### src/rtl/ft245_duplex_sched.sv
// FT245 parallel-FIFO bus cycle scheduler: arbitrates RD#/WR cycles on one bus.
// Optional FT245_SYNC_EN adds 2-flop synchronisers on rxf_n_i, txe_n_i and d_i.
module ft245_duplex_sched #(
  parameter int RD_CYC    = 4,
  parameter int WR_CYC    = 4,
  parameter int SETUP_CYC = 1,
  parameter int HOLD_CYC  = 1,
  parameter int PRE_CYC   = 4,
  parameter int CW        = 4
) (
  input  logic       clk,
  input  logic       rst,
  input  logic       rxf_n_i,
  input  logic       txe_n_i,
  output logic       rd_n_o,
  output logic       wr_o,
  input  logic [7:0] d_i,
  output logic [7:0] d_o,
  output logic       d_oe_o,
  input  logic [7:0] tx_data_i,
  input  logic       tx_valid_i,
  output logic       tx_ready_o,
  output logic [7:0] rx_data_o,
  output logic       rx_valid_o,
  input  logic       rx_ready_i,
  output logic       busy_o
);

  localparam logic [2:0] S_IDLE     = 3'd0;
  localparam logic [2:0] S_RD_LOW   = 3'd1;
  localparam logic [2:0] S_WR_SETUP = 3'd2;
  localparam logic [2:0] S_WR_HIGH  = 3'd3;
  localparam logic [2:0] S_WR_HOLD  = 3'd4;
  localparam logic [2:0] S_RECOVER  = 3'd5;

  logic       w_rxf_n;
  logic       w_txe_n;
  logic [7:0] w_d;

`ifdef FT245_SYNC_EN
  localparam int RD_LEN = RD_CYC + 2;

  logic [1:0] r_rxf_sync;
  logic [1:0] r_txe_sync;
  logic [7:0] r_d_s1;
  logic [7:0] r_d_s2;

  always_ff @(posedge clk or posedge rst) begin
    if (rst) begin
      r_rxf_sync <= 2'b11;
      r_txe_sync <= 2'b11;
      r_d_s1     <= 8'h00;
      r_d_s2     <= 8'h00;
    end else begin
      r_rxf_sync <= {r_rxf_sync[0], rxf_n_i};
      r_txe_sync <= {r_txe_sync[0], txe_n_i};
      r_d_s1     <= d_i;
      r_d_s2     <= r_d_s1;
    end
  end

  assign w_rxf_n = r_rxf_sync[1];
  assign w_txe_n = r_txe_sync[1];
  assign w_d     = r_d_s2;
`else
  localparam int RD_LEN = RD_CYC;

  assign w_rxf_n = rxf_n_i;
  assign w_txe_n = txe_n_i;
  assign w_d     = d_i;
`endif

  // Counters load N-1 and advance the state when they reach zero.
  localparam logic [CW-1:0] RD_LOAD  = CW'(RD_LEN - 1);
  localparam logic [CW-1:0] SU_LOAD  = CW'(SETUP_CYC - 1);
  localparam logic [CW-1:0] WR_LOAD  = CW'(WR_CYC - 1);
  localparam logic [CW-1:0] HD_LOAD  = CW'(HOLD_CYC - 1);
  localparam logic [CW-1:0] PRE_LOAD = CW'(PRE_CYC - 1);

  logic [2:0]    r_state;
  logic [CW-1:0] r_cnt;
  logic          r_last_wr;

  logic w_rd_ok;
  logic w_wr_ok;
  logic w_cnt_done;
  logic w_pick_rd;

  assign w_rd_ok    = !w_rxf_n && !rx_valid_o;
  assign w_wr_ok    = !w_txe_n && tx_valid_i;
  assign w_cnt_done = (r_cnt == '0);
  assign w_pick_rd  = w_rd_ok && (!w_wr_ok || r_last_wr);

  always_ff @(posedge clk or posedge rst) begin
    if (rst) begin
      r_state    <= S_IDLE;
      r_cnt      <= '0;
      r_last_wr  <= 1'b1;
      rd_n_o     <= 1'b1;
      wr_o       <= 1'b0;
      d_o        <= 8'h00;
      d_oe_o     <= 1'b0;
      tx_ready_o <= 1'b0;
      rx_data_o  <= 8'h00;
      rx_valid_o <= 1'b0;
      busy_o     <= 1'b0;
    end else begin
      tx_ready_o <= 1'b0;
      if (rx_valid_o && rx_ready_i) begin
        rx_valid_o <= 1'b0;
      end
      if (!w_cnt_done) begin
        r_cnt <= r_cnt - CW'(1);
      end
      case (r_state)
        S_IDLE: begin
          if (w_pick_rd) begin
            r_state   <= S_RD_LOW;
            r_cnt     <= RD_LOAD;
            r_last_wr <= 1'b0;
            rd_n_o    <= 1'b0;
            busy_o    <= 1'b1;
          end else if (w_wr_ok) begin
            r_state    <= S_WR_SETUP;
            r_cnt      <= SU_LOAD;
            r_last_wr  <= 1'b1;
            tx_ready_o <= 1'b1;
            d_o        <= tx_data_i;
            d_oe_o     <= 1'b1;
            busy_o     <= 1'b1;
          end
        end
        S_RD_LOW: begin
          if (w_cnt_done) begin
            r_state    <= S_RECOVER;
            r_cnt      <= PRE_LOAD;
            rd_n_o     <= 1'b1;
            rx_data_o  <= w_d;
            rx_valid_o <= 1'b1;
          end
        end
        S_WR_SETUP: begin
          if (w_cnt_done) begin
            r_state <= S_WR_HIGH;
            r_cnt   <= WR_LOAD;
            wr_o    <= 1'b1;
          end
        end
        S_WR_HIGH: begin
          if (w_cnt_done) begin
            r_state <= S_WR_HOLD;
            r_cnt   <= HD_LOAD;
            wr_o    <= 1'b0;
          end
        end
        S_WR_HOLD: begin
          if (w_cnt_done) begin
            r_state <= S_RECOVER;
            r_cnt   <= PRE_LOAD;
            d_oe_o  <= 1'b0;
          end
        end
        S_RECOVER: begin
          if (w_cnt_done) begin
            r_state <= S_IDLE;
            busy_o  <= 1'b0;
          end
        end
        default: begin
          r_state <= S_IDLE;
          rd_n_o  <= 1'b1;
          wr_o    <= 1'b0;
          d_oe_o  <= 1'b0;
          busy_o  <= 1'b0;
        end
      endcase
    end
  end

endmodule
### config.mk
export PLATFORM = sky130hd
export DESIGN_NAME = ft245_duplex_sched
export DESIGN_NICKNAME = d
export VERILOG_FILES = /design/src/rtl/ft245_duplex_sched.sv
export SDC_FILE = /design/constraint.sdc
export NUM_CORES = 1
export LEC_CHECK = 0
export ABC_AREA = 0
export CORE_MARGIN = 8
export CORE_UTILIZATION = 51
export CTS_BUF_LIST = sky130_fd_sc_hd__clkbuf_4
export DETAILED_ROUTE_END_ITERATION = 12
export PLACE_DENSITY = 0.93
export SLEW_MARGIN = 20
export SYNTH_ARGS = -nofsm -noshare
export SYNTH_HDL_FRONTEND = slang
export SYNTH_SLANG_ARGS = --single-unit
### constraint.sdc
create_clock -name clk -period 5.2 [get_ports clk]
set_input_delay 0.78 -clock clk [delete_from_list [all_inputs] [get_ports clk]]
set_output_delay 0.78 -clock clk [all_outputs]
set_load 0.05 [all_outputs]
After elaboration in Yosys (flattened, before gate mapping). Index checks and enable logic that the tools add are counted.

Input port bits: 22. Flip-flop bits (word level): 30. Logic and storage cells: 88. Memories kept: 0. Output and inout bits: 22. RAM bits: 0. Bits in latches: 0. Memory bits (read-only): 0.

Reductions and logical operators: 26. Multiply operators: 0. Add/subtract/negate cells: 1. Bitwise operators: 5. Divide/modulo/power cells: 0. Equality and inequality tests: 15. Muxes and demuxes: 30. Magnitude comparators: 0. Shift operators: 0.

Operators by type and width (number): $mux 4 (5); $mux 3 (6); $ne 2x2->1 const B (8); $reduce_or 4->1 (4); $pmux 3 s5 (1); $mux 1 (13); $pmux 1 s3 (4); $pmux 4 s3 (1); $reduce_and 3->1 (4); $eq 3x2->1 const B (2); $eq 3x3->1 const B (2); $not 1->1 (5); $reduce_and 5->1 (1); $logic_and 1x1->1 (4); $logic_not 1->1 (4); $logic_not 4->1 (1); $reduce_and 2->1 (2); $reduce_and 4->1 (1); $sub 4x1->4 const B (1); $eq 3x1->1 const B (1); $logic_not 3->1 (1); $ne 3x3->1 const B (1); $reduce_or 3->1 (1); $ne 2x1->1 const B (1); other kinds (3) (3).

Logic depth before layout (Yosys ltp).
Depth in word-level cells: 7. Mapped depth: 9. Gate-level depth less buffers: 9.

Worst setup path after synthesis. OpenSTA, ideal clock, no wires.

Kind: input to register. From: input port txe_n_i. To: register d_o[0]. Arrival time: 1.920 ns. Buffers on the path: 0. Path slack: 3.155 ns. Library setup time: 0.125 ns. Data required time: 5.075 ns. Cell stages on the path: 4. Cells stage by stage: nand2b_2 o21a_4 nor3_4 mux2_2.

Longest elaborated chain between the ends: 7.

Ends and longest elaborated chain: from (decl) (line 14) `input logic txe_n_i,`; $logic_not 1->1 * (line 90) `assign w_wr_ok = !w_txe_n && tx_valid_i;`; $logic_and 1x1->1 * (line 90); $logic_not 1->1 (line 92) `assign w_pick_rd = w_rd_ok && (!w_wr_ok || r_last_wr);`; $logic_or 1x1->1 (line 92); $logic_and 1x1->1 (line 92); $not 1->1 (no source line); $reduce_and 3->1 (no source line) *; to (signal assigned) (line 128) `d_o <= tx_data_i;`; to (decl) (line 18) `output logic [7:0] d_o,`.

Every way passes the cells marked *; elsewhere a longest branch is shown, timed or not. A chain may end at the register's enable or synchronous reset.

Worst setup path in the final report.
From: register rd_n_o. To: output port rd_n_o.

RTL lines: from (decl) (line 15) `output logic rd_n_o,`; from (signal assigned) (line 99) `rd_n_o <= 1'b1;`; from (signal assigned) (line 121) `rd_n_o <= 1'b0;`; from (signal assigned) (line 137) `rd_n_o <= 1'b1;`.

No word-level cell between the ends.

==> results.yml <==
power_and_ir_drop:
  peakVddDrop_uv: 541.5
  leakage_nw: 0.8172
  power_switching_mw: 0.6226
  pwr-share-clk_pct: 10.5
  pwr-share-seq_pct: 33.3
  switching_share_pct: 47.66
  power_frac_comb_pct: 56.2
  p_int_mw: 0.6838
  p_per_area_mw_per_mm2: 681.6
sta:
  fin_crit_ns: 2.488
  tns_ns: 0
  fmax_ghz: 0.4019
  rsz0062_at_grt: "false"
  max_slew_margin_pct: 56.85
  finalCritPeriodShare_pct: 47.85
  hold_viol_final: 0
  setup_viol: 0
  worst_pin_slew_ns: 0.6423
  fin_hold_ws_ns: 0.5083
  skew_ns: 0.01085
  finalMaxSlewViolations: 0
synthesis:
  syn_avg_cell_area_um2: 11.68
  yosysTopAreaCellShare_pct: 49.56
  synth-xor-area-share_pct: 0.6195
  synth_ff_type: "dfrtp_1"
  synth_commonest_cells: "dfrtp_1 (28), mux2_2 (17), a21oi_1 (11)"
  synth-compound-area-share_pct: 14.96
  synth_fp_nets: 146
  yosys.area.top_type: "dfrtp_1"
  syn_area_mm2: 0.001414
  yosysSeqAreaShare_pct: 53.27
  synth_edf_count: 0
  async_flop_share_pct: 100.0
  synth-seq-cells: 30
  syn_inst: 121
  synthMuxAreaShare_pct: 14.96
  yosysMostFrequentCell: "dfrtp_1"
  synthAdderAreaFrac_pct: 2.655
  ys_top_cells_by_area: "dfrtp_1 (50%), mux2_2 (14%), a21oi_1 (3.9%)"
  yosys_warnings: 0
  synth_top_family_by_area: "compound AO/OA/AOI/OAI gates"
  synth-simple-area-share_pct: 9.735
  yosys.cell_types.count: 36
min_path:
  hold_path.class: "reg -> reg"
placed_design:
  io_buffer_count: 43
  dp_hpwl_um: 2560
  place_congestion: 0.8831
global_routing:
  antenna_found_initial: 0
  grt_start_max_net_pins: 31
  grt.overflow.total: 0
  grt_usage_pct: 16.17
  grt_pass1_wl_um: 5637
  grt_pass1_vias: 1209
clock_network:
  clock-root-buffer: "clkbuf_4"
  cts_buffers: 5
  clkLatencyLatePin_ns: 0.34
  clock-sinks: 30
  cts_resized: 0
  cts_buffer_depth: 2
  clkTransAtPathRegs_ns: 0.10
  cts_hold_buf: 0
  tritoncts: "yes"
  post_cts_buffers: 0
  htreeDepth: 2
setup_path:
  crit_chain: "clkdlybuf4s50_1"
  cp_max_fo: 4
  r2r-start: "r_cnt[1]$_DFF_PP0_"
  critical_path_class: "reg -> out"
  cpPeakStageDelay_ns: 0.80
  start_kind: "flip-flop"
  crit_cells: 1
  crit_path_end_kind: "output pin"
  r2r_end: "r_cnt[0]$_DFF_PP0_"
  reg2regPathDepth: 8
  crit_start: "rd_n_o$_DFFE_PP1P_"
  cp.arrival_ns: 1.71
  path_delay_family: "buffers and inverters"
  slowest_stage: "clkdlybuf4s50_1"
  critPathCapture: "rd_n_o"
  crit_buf_inv: 1
  rrSetupSlack_ns: 2.79
  required_ns: 4.42
die:
  core_mm2: 0.002686
  num_rows: 19
  die_width_um: 68.65
  design.die.area_mm2: 0.004713
  io_pins: 44
  die_h_um: 68.65
  initial_utilization_pct: 52.63
layout:
  drive_gt1_share_pct: 20.71
  syn2layout_area_growth_pct: 35.58
  diodes: 0
  nets: 193
routing:
  dr.first_iter.drc_count: 39
  firstDrtPassIters: 4
  dr_total_vias: 1117
  routed_wl_um: 3387
  routed_via_density: 5.585
  wl_per_cell_um: 16.94
  route.detailed.drc: 0
  ant_nets: 0
run:
  maxCapViolations: 0
outcome:
  outcome: "finished, final reports clean"
layer usage:
metal  track usage [%]  vias to the layer above  part of all wire, %
li1                  -                      532                    -
met1             17.73                      536                   41
met2             24.85                       42                   48
met3             9.047                        7                  9.2
met4             7.928                        0                  1.9
met5                 0                        -                    0
cells in the final DEF (no fill, tap or decap), drive strengths merged, types with 2 or more instances in the layout:
master         instances
nand2b                 2
clkdlybuf4s50         43
clkbuf                 6
o31ai                  2
clkinv                 3
nor2                   7
mux2i                  2
ha                     3
dfstp                  2
dfrtp                 28
nor3                   5
mux2                  17
nand2                  5
a21oi                 11
inv                    8
o21ai                  9
power by group through the flow:
| stage | Combinational (mW) | Sequential [mW] | Clock (mW) |
|---|---|---|---|
| 2_1_floorplan | 0.293 | 0.650 | 0 |
| 3_3_place_gp | 0.715 | 0.426 | 0 |
| 3_5_place_dp | 0.735 | 0.436 | 0 |
| 4_1_cts | 0.738 | 0.433 | 0.140 |
| 5_1_grt | 0.783 | 0.450 | 0.153 |
| 6_report | 0.734 | 0.435 | 0.137 |
cell type report:
cell class / count / area (µm²)
clock buffer: 6 / 45.04
clock inverter: 2 / 8.758
fill: 184 / 769.5
inverter: 9 / 33.78
multi-input combinational: 79 / 606.8
sequential: 30 / 753.2
tap: 31 / 38.79
timing repair buffer: 43 / 430.4
worst min-delay path by stage:
| stage | start | end | slack [ns] | cells after the start |
|---|---|---|---|---|
| final | d_oe_o$_DFFE_PP0P_ | d_oe_o$_DFFE_PP0P_ | 0.51 | 1 |
| after CTS | d_oe_o$_DFFE_PP0P_ | d_oe_o$_DFFE_PP0P_ | 0.51 | 1 |
| after global placement | d_oe_o$_DFFE_PP0P_ | d_oe_o$_DFFE_PP0P_ | 0.48 | 1 |
| after floorplan | r_last_wr$_DFFE_PP1P_ | r_last_wr$_DFFE_PP1P_ | 0.51 | 2 |
| after detailed placement | d_oe_o$_DFFE_PP0P_ | d_oe_o$_DFFE_PP0P_ | 0.49 | 1 |
| after global routing | d_oe_o$_DFFE_PP0P_ | d_oe_o$_DFFE_PP0P_ | 0.53 | 1 |
registers in the layout, indices dropped and copies added, names as in the netlist, 3 cells and up:
| name | flops |
|---|---|
| d_o | 8 |
| r_state | 3 |
| rx_data_o | 8 |
| r_cnt | 4 |
metrics by stage:
stage | cells | utilization, % | setup WS [ns] | area [µm²] | total power, mW
after global routing | 200 | 71.36 | 2.600 | 1917 | 1.387
final | 200 | 71.36 | 2.712 | 1917 | 1.306
after detailed placement | 192 | 69.35 | 2.592 | 1863 | 1.171
after global placement | 192 | 69.35 | 2.634 | 1863 | 1.141
after floorplan | 121 | - | 3.155 | 1414 | 0.9433
after CTS | 200 | 71.36 | 2.697 | 1917 | 1.311
worst reg2reg max path, stage by stage, from the launching register on:
cell	delay (ns)
dfrtp_1	0.44
inv_1	0.08
ha_1	0.19
nor3b_2	0.41
clkinv_1	0.37
ha_1	0.29
mux2i_1	0.13
a21oi_1	0.08
a221o_1	0.32
logic make-up after synthesis:
group	after synthesis
adders and majority gates	3
AOI/OAI and AO/OA	32
muxes	19
buffers and inverters	12
DFF	30
xor gates and xnor gates	1
and+or+nand+nor	24
(Power assumes the default switching activity.)
